`src/rtl/sevenseg_scan_driver.sv`:
```
// Time-multiplexed 7-segment scan driver: per-slot digit select, BCD decode,
// leading-zero blanking, PWM dimming, guard band and frame-synchronous buffer swap.
module sevenseg_scan_driver #(
  parameter int NUM_DIGITS   = 4,
  parameter int SCAN_DIV     = 1000,
  parameter int GUARD        = 2,
  parameter bit COMMON_ANODE = 1'b0
) (
  input  logic                    clk_i,
  input  logic                    rst_ni,
  input  logic [4*NUM_DIGITS-1:0] digits_i,
  input  logic [NUM_DIGITS-1:0]   dp_i,
  input  logic                    update_i,
  input  logic                    blank_lz_i,
  input  logic [3:0]              brightness_i,
  output logic [6:0]              seg_o,
  output logic                    dp_o,
  output logic [NUM_DIGITS-1:0]   dig_sel_o,
  output logic                    frame_done_o
);

  localparam int DIV_W = $clog2(SCAN_DIV);
  localparam int IDX_W = $clog2(NUM_DIGITS);
  localparam logic [DIV_W-1:0]      DIV_LAST = DIV_W'(SCAN_DIV - 1);
  localparam logic [DIV_W-1:0]      GUARD_C  = DIV_W'(GUARD);
  localparam logic [IDX_W-1:0]      IDX_LAST = IDX_W'(NUM_DIGITS - 1);
  localparam logic [6:0]            SEG_INV  = {7{COMMON_ANODE}};
  localparam logic [NUM_DIGITS-1:0] SEL_INV  = {NUM_DIGITS{COMMON_ANODE}};

  logic [DIV_W-1:0]        div_cnt;
  logic [IDX_W-1:0]        digit_idx;
  logic [3:0]              pwm_cnt;
  logic [4*NUM_DIGITS-1:0] shadow_dig;
  logic [NUM_DIGITS-1:0]   shadow_dp;
  logic [4*NUM_DIGITS-1:0] active_dig;
  logic [NUM_DIGITS-1:0]   active_dp;
  logic                    pending;
  logic                    frame_end;

  logic [3:0]              digit_p0;
  logic                    dp_sel_p0;
  logic                    blanked_p0;
  logic                    zero_above;
  logic                    lit_p0;
  logic [NUM_DIGITS-1:0]   sel_p0;

  logic [6:0]              seg_p1;
  logic                    dp_p1;
  logic [NUM_DIGITS-1:0]   sel_p1;
  logic                    frame_done_p1;

  function automatic logic [6:0] seg_decode(input logic [3:0] bcd);
    logic [6:0] seg;
    case (bcd)
      4'd0:    seg = 7'h3F;
      4'd1:    seg = 7'h06;
      4'd2:    seg = 7'h5B;
      4'd3:    seg = 7'h4F;
      4'd4:    seg = 7'h66;
      4'd5:    seg = 7'h6D;
      4'd6:    seg = 7'h7D;
      4'd7:    seg = 7'h07;
      4'd8:    seg = 7'h7F;
      4'd9:    seg = 7'h6F;
      default: seg = 7'h40;
    endcase
    return seg;
  endfunction

  assign frame_end = (div_cnt == DIV_LAST) && (digit_idx == IDX_LAST);

  always_ff @(posedge clk_i or negedge rst_ni) begin
    if (!rst_ni) begin
      div_cnt   <= '0;
      digit_idx <= '0;
      pwm_cnt   <= '0;
    end else begin
      pwm_cnt <= pwm_cnt + 4'd1;
      if (div_cnt == DIV_LAST) begin
        div_cnt   <= '0;
        digit_idx <= (digit_idx == IDX_LAST) ? '0 : digit_idx + 1'b1;
      end else begin
        div_cnt <= div_cnt + 1'b1;
      end
    end
  end

  // An update landing on the boundary edge bypasses the shadow and is shown next frame.
  always_ff @(posedge clk_i or negedge rst_ni) begin
    if (!rst_ni) begin
      shadow_dig <= '0;
      shadow_dp  <= '0;
      active_dig <= '0;
      active_dp  <= '0;
      pending    <= 1'b0;
    end else if (frame_end && update_i) begin
      shadow_dig <= digits_i;
      shadow_dp  <= dp_i;
      active_dig <= digits_i;
      active_dp  <= dp_i;
      pending    <= 1'b0;
    end else if (frame_end && pending) begin
      active_dig <= shadow_dig;
      active_dp  <= shadow_dp;
      pending    <= 1'b0;
    end else if (update_i) begin
      shadow_dig <= digits_i;
      shadow_dp  <= dp_i;
      pending    <= 1'b1;
    end
  end

  // Stage p0: select active digit and evaluate blanking from the top digit downwards.
  always_comb begin
    digit_p0   = 4'd0;
    dp_sel_p0  = 1'b0;
    blanked_p0 = 1'b0;
    zero_above = 1'b1;
    for (int k = NUM_DIGITS - 1; k >= 0; k--) begin
      zero_above = zero_above && (active_dig[4*k +: 4] == 4'd0);
      if (digit_idx == IDX_W'(k)) begin
        digit_p0   = active_dig[4*k +: 4];
        dp_sel_p0  = active_dp[k];
        blanked_p0 = blank_lz_i && zero_above && (k != 0);
      end
    end
  end

  assign lit_p0 = (div_cnt >= GUARD_C) && (pwm_cnt < brightness_i) && !blanked_p0;
  assign sel_p0 = lit_p0 ? (NUM_DIGITS'(1) << digit_idx) : '0;

  // Stage p1: output registers, pin polarity applied here only.
  always_ff @(posedge clk_i or negedge rst_ni) begin
    if (!rst_ni) begin
      seg_p1        <= SEG_INV;
      dp_p1         <= COMMON_ANODE;
      sel_p1        <= SEL_INV;
      frame_done_p1 <= 1'b0;
    end else begin
      seg_p1        <= (lit_p0 ? seg_decode(digit_p0) : 7'd0) ^ SEG_INV;
      dp_p1         <= (lit_p0 && dp_sel_p0) ^ COMMON_ANODE;
      sel_p1        <= sel_p0 ^ SEL_INV;
      frame_done_p1 <= frame_end;
    end
  end

  assign seg_o        = seg_p1;
  assign dp_o         = dp_p1;
  assign dig_sel_o    = sel_p1;
  assign frame_done_o = frame_done_p1;

endmodule

```
`config.mk`:
```
export PLATFORM = sky130hd
export DESIGN_NAME = sevenseg_scan_driver
export DESIGN_NICKNAME = d
export VERILOG_FILES = /design/src/rtl/sevenseg_scan_driver.sv
export SDC_FILE = /design/constraint.sdc
export NUM_CORES = 1
export LEC_CHECK = 0
export BUFFER_PORTS_ARGS = -buffer_cell sky130_fd_sc_hd__buf_2
export CAP_MARGIN = 20
export CORE_MARGIN = 4
export CORE_UTILIZATION = 35
export DETAILED_ROUTE_END_ITERATION = 8
export GPL_ROUTABILITY_DRIVEN = 0
export GPL_TIMING_DRIVEN = 0
export PLACE_DENSITY = 0.61
export SYNTH_ARGS = -nofsm -noshare
export SYNTH_HDL_FRONTEND = slang
export SYNTH_SLANG_ARGS = --single-unit
```
`constraint.sdc`:
```
create_clock -name clk_i -period 3.3 [get_ports clk_i]
set_input_delay 0.165 -clock clk_i [delete_from_list [all_inputs] [get_ports clk_i]]
set_output_delay 0.165 -clock clk_i [all_outputs]
set_load 0.03 [all_outputs]
```
# ---- After elaboration in Yosys (flattened, before gate mapping)
# Memory sizes are Yosys's and may differ from the RTL's.
# Cells that the tools add are included.
# Widths: inputs -> output; s select.
dict set report word_totals {
  mem_count 1
  mem_bits_ro 112
  input_bits 28
  ff_bits 70
  word_cells 73
}
dict set report classes {
  add_sub_neg 3
  n_eq_ne 5
  n_reduce_logical 20
  n_shift 1
  muxes 29
  n_lt_le_gt_ge 2
}
# memory words width read_ports rd_ports_with_merged_regs wr line
set mem_list {}
lappend mem_list {{(no name shown)} 16 7 1 0 0 54} ;# case (bcd)
# operator count
set op_table {}
lappend op_table {{$mux 16} 5}
lappend op_table {{$mux 4} 10}
lappend op_table {{$logic_not 4->1} 3}
lappend op_table {{$logic_and 1x1->1} 11}
lappend op_table {{$mux 1} 11}
lappend op_table {{$add 10x1->10 const B} 1}
lappend op_table {{$eq 10x10->1 const B} 1}
lappend op_table {{$ge 10x2->1 const B} 1}
lappend op_table {{$mux 10} 1}
lappend op_table {{$mux 7} 1}
lappend op_table {{$add 4x1->4 const B} 1}
lappend op_table {{$eq 2x2->1 const B} 2}
lappend op_table {{$lt 4x4->1} 1}
lappend op_table {{$reduce_bool 2->1} 2}
lappend op_table {{$shl 1x2->4 const A} 1}
lappend op_table {{$reduce_bool 3->1} 1}
lappend op_table {{$add 2x1->2 const B} 1}
lappend op_table {{$eq 2x1->1 const B} 1}
lappend op_table {{$logic_not 2->1} 1}
lappend op_table {{$mux 2} 1}
lappend op_table {{$ne 2x2->1 const B} 1}
lappend op_table {{$reduce_and 2->1} 1}
lappend op_table {{$logic_not 1->1} 1}

# ---- Depth between registers and ports, before layout
dict set report depth {
  depth_word 9
  depth_mapped 10
  mapped_depth_nobuf 9
}

# ---- Worst setup path after synthesis
# Ideal clock, no wire load.
dict set report synth_path {
  kind {register to register}
  from {reg digit_idx[0]}
  to {reg seg_p1[3], in the netlist seg_o[3]}
  synth_period_minus_slack_ns 2.315
  path_buffers 1
  setup_ns 0.077
  slack_ns 0.985
  path_stages_with_launch 10
  t_arrival_ns 2.238
  path_cell_list {dfrtp_1 inv_1 ha_1 buf_2 nand3b_1 a221oi_1 inv_1 ha_1 or3_1 a21oi_1}
}
dict set report synth_between {
  elab_chain_cells 8
  elab_cells_between_ends 16
  cone_classes {3 x eq/ne; 9 x mux; 3 x reduce/logical; 1 x memory}
}
# item line
set synth_rtl {}
lappend synth_rtl {{from (decl)} 31} ;# logic [IDX_W-1:0] digit_idx;
lappend synth_rtl {{from (signal assigned)} 81} ;# digit_idx <= (digit_idx == IDX_LAST) ? '0 : digit_idx + 1'b1;
lappend synth_rtl {{branches (longest 7 deep; another with $mem_v2 16x7)} --}
lappend synth_rtl {{$mux 7 *} 140} ;# seg_p1 <= (lit_p0 ? seg_decode(digit_p0) : 7'd0) ^ SEG_INV;
lappend synth_rtl {{to (signal assigned)} 140}
lappend synth_rtl {{to (decl)} 47} ;# logic [6:0] seg_p1;
# Every way passes the cells marked *.
# A chain may end at the register's enable or synchronous reset.

# ---- Worst setup path in the final report
# Same ends and word-level chain as after synthesis.

==> summary.txt <==
Critical path
  • Number of cells on the worst reg-to-reg path: 9
  • Required @ worst endpoint: 3570 ps
  • Worst path slowest cell: a221oi_1
  • Critical path arrival: 2910 ps
  • Worst setup path start: digit_idx[0]$_DFFE_PN0N_
  • CP Capture Type: register
  • Critical path fanouts, max: 10
  • Worst path max stage delay: between 500 and 600 ps
  • Reg2Reg Setup Slack: about 660 ps
  • WS Path Type: register to register
  • CP Launch Type: register
  • Worst r2r src: digit_idx[0]$_DFFE_PN0N_
  • Critical-path cell list: inv_1 > ha_1 > buf_2 > nand3b_1 > a221oi_1 > inv_1 > ha_1 > or3_1 > a21oi_1

Logic synthesis
  • Synth Flop Type: dfrtp_1
  • Mapped Cells: 309
  • Number of enable flip-flop cells after synthesis: 0
  • Top cells by area, synth: dfrtp_1, mux2_2, ha_1
  • Register area share after synthesis: 0.5155
  • Syn_area_per_cell: 11.00 sq um
  • Ys async rst share: 1.000
  • Synth top cells by count: dfrtp_1, o21ai_0, nand2_1
  • Library cells used by synthesis: 55
  • Net Count, Synth: about 350
  • Ys Warns: 0
  • Yosys top cell area share: 0.5155
  • Mapped cell area: between 0.003 and 0.004 sq mm
  • Cell with the most instances after synthesis: dfrtp_1
  • #FFs+latches synth: 70
  • Synth area leader: dfrtp_1

Floorplan
  • Die X: 106.5 um
  • Starting Density: 0.3643
  • FP Rows: 35
  • Die Ht: ~110 um
  • Core Region: approximately 0.0093 sq mm
  • I/O pins: 41
  • Die footprint: 0.01135 sq mm

Clock network
  • CTS root buf: clkbuf_8
  • Post-cts resize count: 0
  • CTS clk-pin slew, worst paths: 80 ps
  • Clk buf depth: 2
  • Clock Sinks: 70
  • H-tree Lvls: 3
  • Num CTS Buffers: 9
  • CTS tree: yes
  • Skew-Pair Late Insertion Delay: approximately 340 ps

Power and ir drop
  • Leakage: roughly 1.8 nW
  • Pwr dens: 458.4 mW/mm^2
  • VDD IR max: between 0.2 and 0.25 mV

Cells and area
  • Diodes inserted: 0
  • Fraction of layout cells with a size suffix above 1: 0.2795
  • Nets@finish: 402
  • Utilization after layout: 0.4263
  • Fillers: 919
  • Fin cells: 494
  • Area Growth Syn to Fin: 17.01%

STA
  • Setup_tns: 0 ps
  • Final setup violation count: 0
  • Clock skew: 8.885 ps
  • Slew HR: 0.4191
  • Min Tclk post-route: 2645 ps
  • RSZ-0062 raised after global routing: no
  • Fin. Hold Viols: 0
  • Tcrit/Tclk final: 0.8014
  • Final hold slack: 65.65 ps
  • Final slew viol count: 0
  • Worst-Margin Slew: 871.3 ps
  • FMAX: 0.3781 GHz

Drt
  • Vias: 2,393
  • Pre-Repair DR Iteration Count: 4
  • DRC: 0
  • ANT nets after route: 0
  • Routed WL: 6723 um
  • Initial DRC Count: 57
  • Routed WL per cell: approximately 14 um
  • Vias/cell: 4.844

Min path
  • Worst hold path type: input pin to register
  • Hold path start: digits_i[14]
  • Min-Delay Path Depth: 2

Global routing
  • Total GRT Usage: 0.1265
  • Pin count of the biggest net entering global routing: 71
  • Grt ovf: 0
  • Wire length of the first global-routing pass: ~11,000 um
  • Vias in the first global route: 2,428
  • Initial antenna violation count: 0

Run status
  • Status: completed

Placement
  • # port buffers: 39
  • DP Wirelength: 4923 um
  • Cell total after placement: approximately 480

Flow run
  • Maxcap violations: 0
[path summary, 6_finish.rpt]
kind                                                    to
worst min-delay path            shadow_dig[14]$_DFFE_PN0P_
worst max-delay path                    seg_o[3]$_DFF_PN0_
min in group asynchronous             div_cnt[9]$_DFF_PN0_
max in group asynchronous               seg_o[0]$_DFF_PN0_
worst max register to register          seg_o[3]$_DFF_PN0_
worst min register to register        pwm_cnt[0]$_DFF_PN0_
[worst max-delay path: cells and delay by family, from the launching register on]
family	cells	cell delay [ps]
AO/OA/AOI/OAI	2	680
adder cells (fa/ha/maj)	2	550
buffers and inverters	3	420
flip-flops	1	390
AND/OR/NAND/NOR	2	550
[repair_timing]
item | in CTS | in global routing
buffers inserted | 0 | 0
hold buffers | 1 | 0
endpoints found under the hold margin | 70 | 0
[per-stage QoR]
stage | total power [W] | area, sq um | setup slack, ps
floorplan | 0.001052 | 3398 | 985.0
CTS | 0.001849 | 3976 | 658.9
finish | 0.001823 | 3976 | 655.4
detailed placement | 0.001125 | 3757 | 694.4
global route | 0.001906 | 3976 | 483.4
global placement | 0.001121 | 3755 | 683.4
[report_power, final]
group	internal [W]	leakage [nW]	total, W	switching (W)
combinational	0.0000760	0.850	0.000176	0.000100
sequential	0.000905	0.853	0.000930	0.0000249
clock	0.000393	0.0992	0.000717	0.000324
[kinds of logic (layout without fill, tap and decap cells)]
group	count (synthesis)	count (layout)	synth area share
adders and majority gates	14	14	0.05155
xor gates and xnor gates	7	7	0.01804
muxes	23	23	0.07843
and+or+nand+nor	78	78	0.1197
DFF	70	70	0.5155
AOI/OAI and AO/OA	85	85	0.1723
buffers and inverters	32	88	0.04454
[cell usage in the layout, fill, tap and decap left out, types with 3 or more instances in the layout]
| cell type | Yosys | routed |
|---|---|---|
| mux2_2 | 21 | 21 |
| buf_2 | 5 | 43 |
| nor2_1 | 17 | 17 |
| a31oi_1 | 4 | 4 |
| ha_1 | 14 | 14 |
| dfrtp_1 | 70 | 70 |
| a22oi_1 | 18 | 18 |
| nand2_1 | 22 | 22 |
| o21ai_0 | 25 | 25 |
| nor4_1 | 4 | 4 |
| o211ai_1 | 4 | 4 |
| clkbuf_8 | 0 | 11 |
| inv_1 | 14 | 14 |
| xor2_1 | 5 | 5 |
| nand3b_1 | 3 | 3 |
| buf_4 | 2 | 3 |
| nand3_1 | 7 | 7 |
| nor2b_1 | 7 | 7 |
| or3_1 | 4 | 4 |
| a21oi_1 | 12 | 12 |
| clkbuf_1 | 4 | 5 |
| o21ai_1 | 4 | 4 |
[area by class of cell]
cell class,count,area (sq um),share of cell area
sequential,70,1752,0.4405
clock inverter,4,53.80,0.01353
multi-input combinational,207,1495,0.3760
inverter,16,61.31,0.01542
tap,129,161.4,0.04059
timing repair buffer,40,207.7,0.05223
buffer,16,90.09,0.02266
clock buffer,12,155.1,0.03902
[registers in the layout (all words and copies together) (netlist names)]
name          flops
active_dig       16
active_dp         4
dig_sel_o         4
digit_idx         2
div_cnt          10
dp_o              1
frame_done_o      1
pending           1
pwm_cnt           4
seg_o             7
shadow_dig       16
shadow_dp         4
[layer usage]
| metal | vias up | global-route usage | routed length (um) |
|---|---|---|---|
| met1 | 1135 | 0.1677 | 3245 |
| met3 | 7 | 0.04736 | 373 |
| met4 | 0 | 0.03014 | 68 |
| met5 | - | 0 | 0 |
| li1 | 1205 | - | - |
| met2 | 46 | 0.1973 | 3037 |
Power figures use the tool's default switching activity.
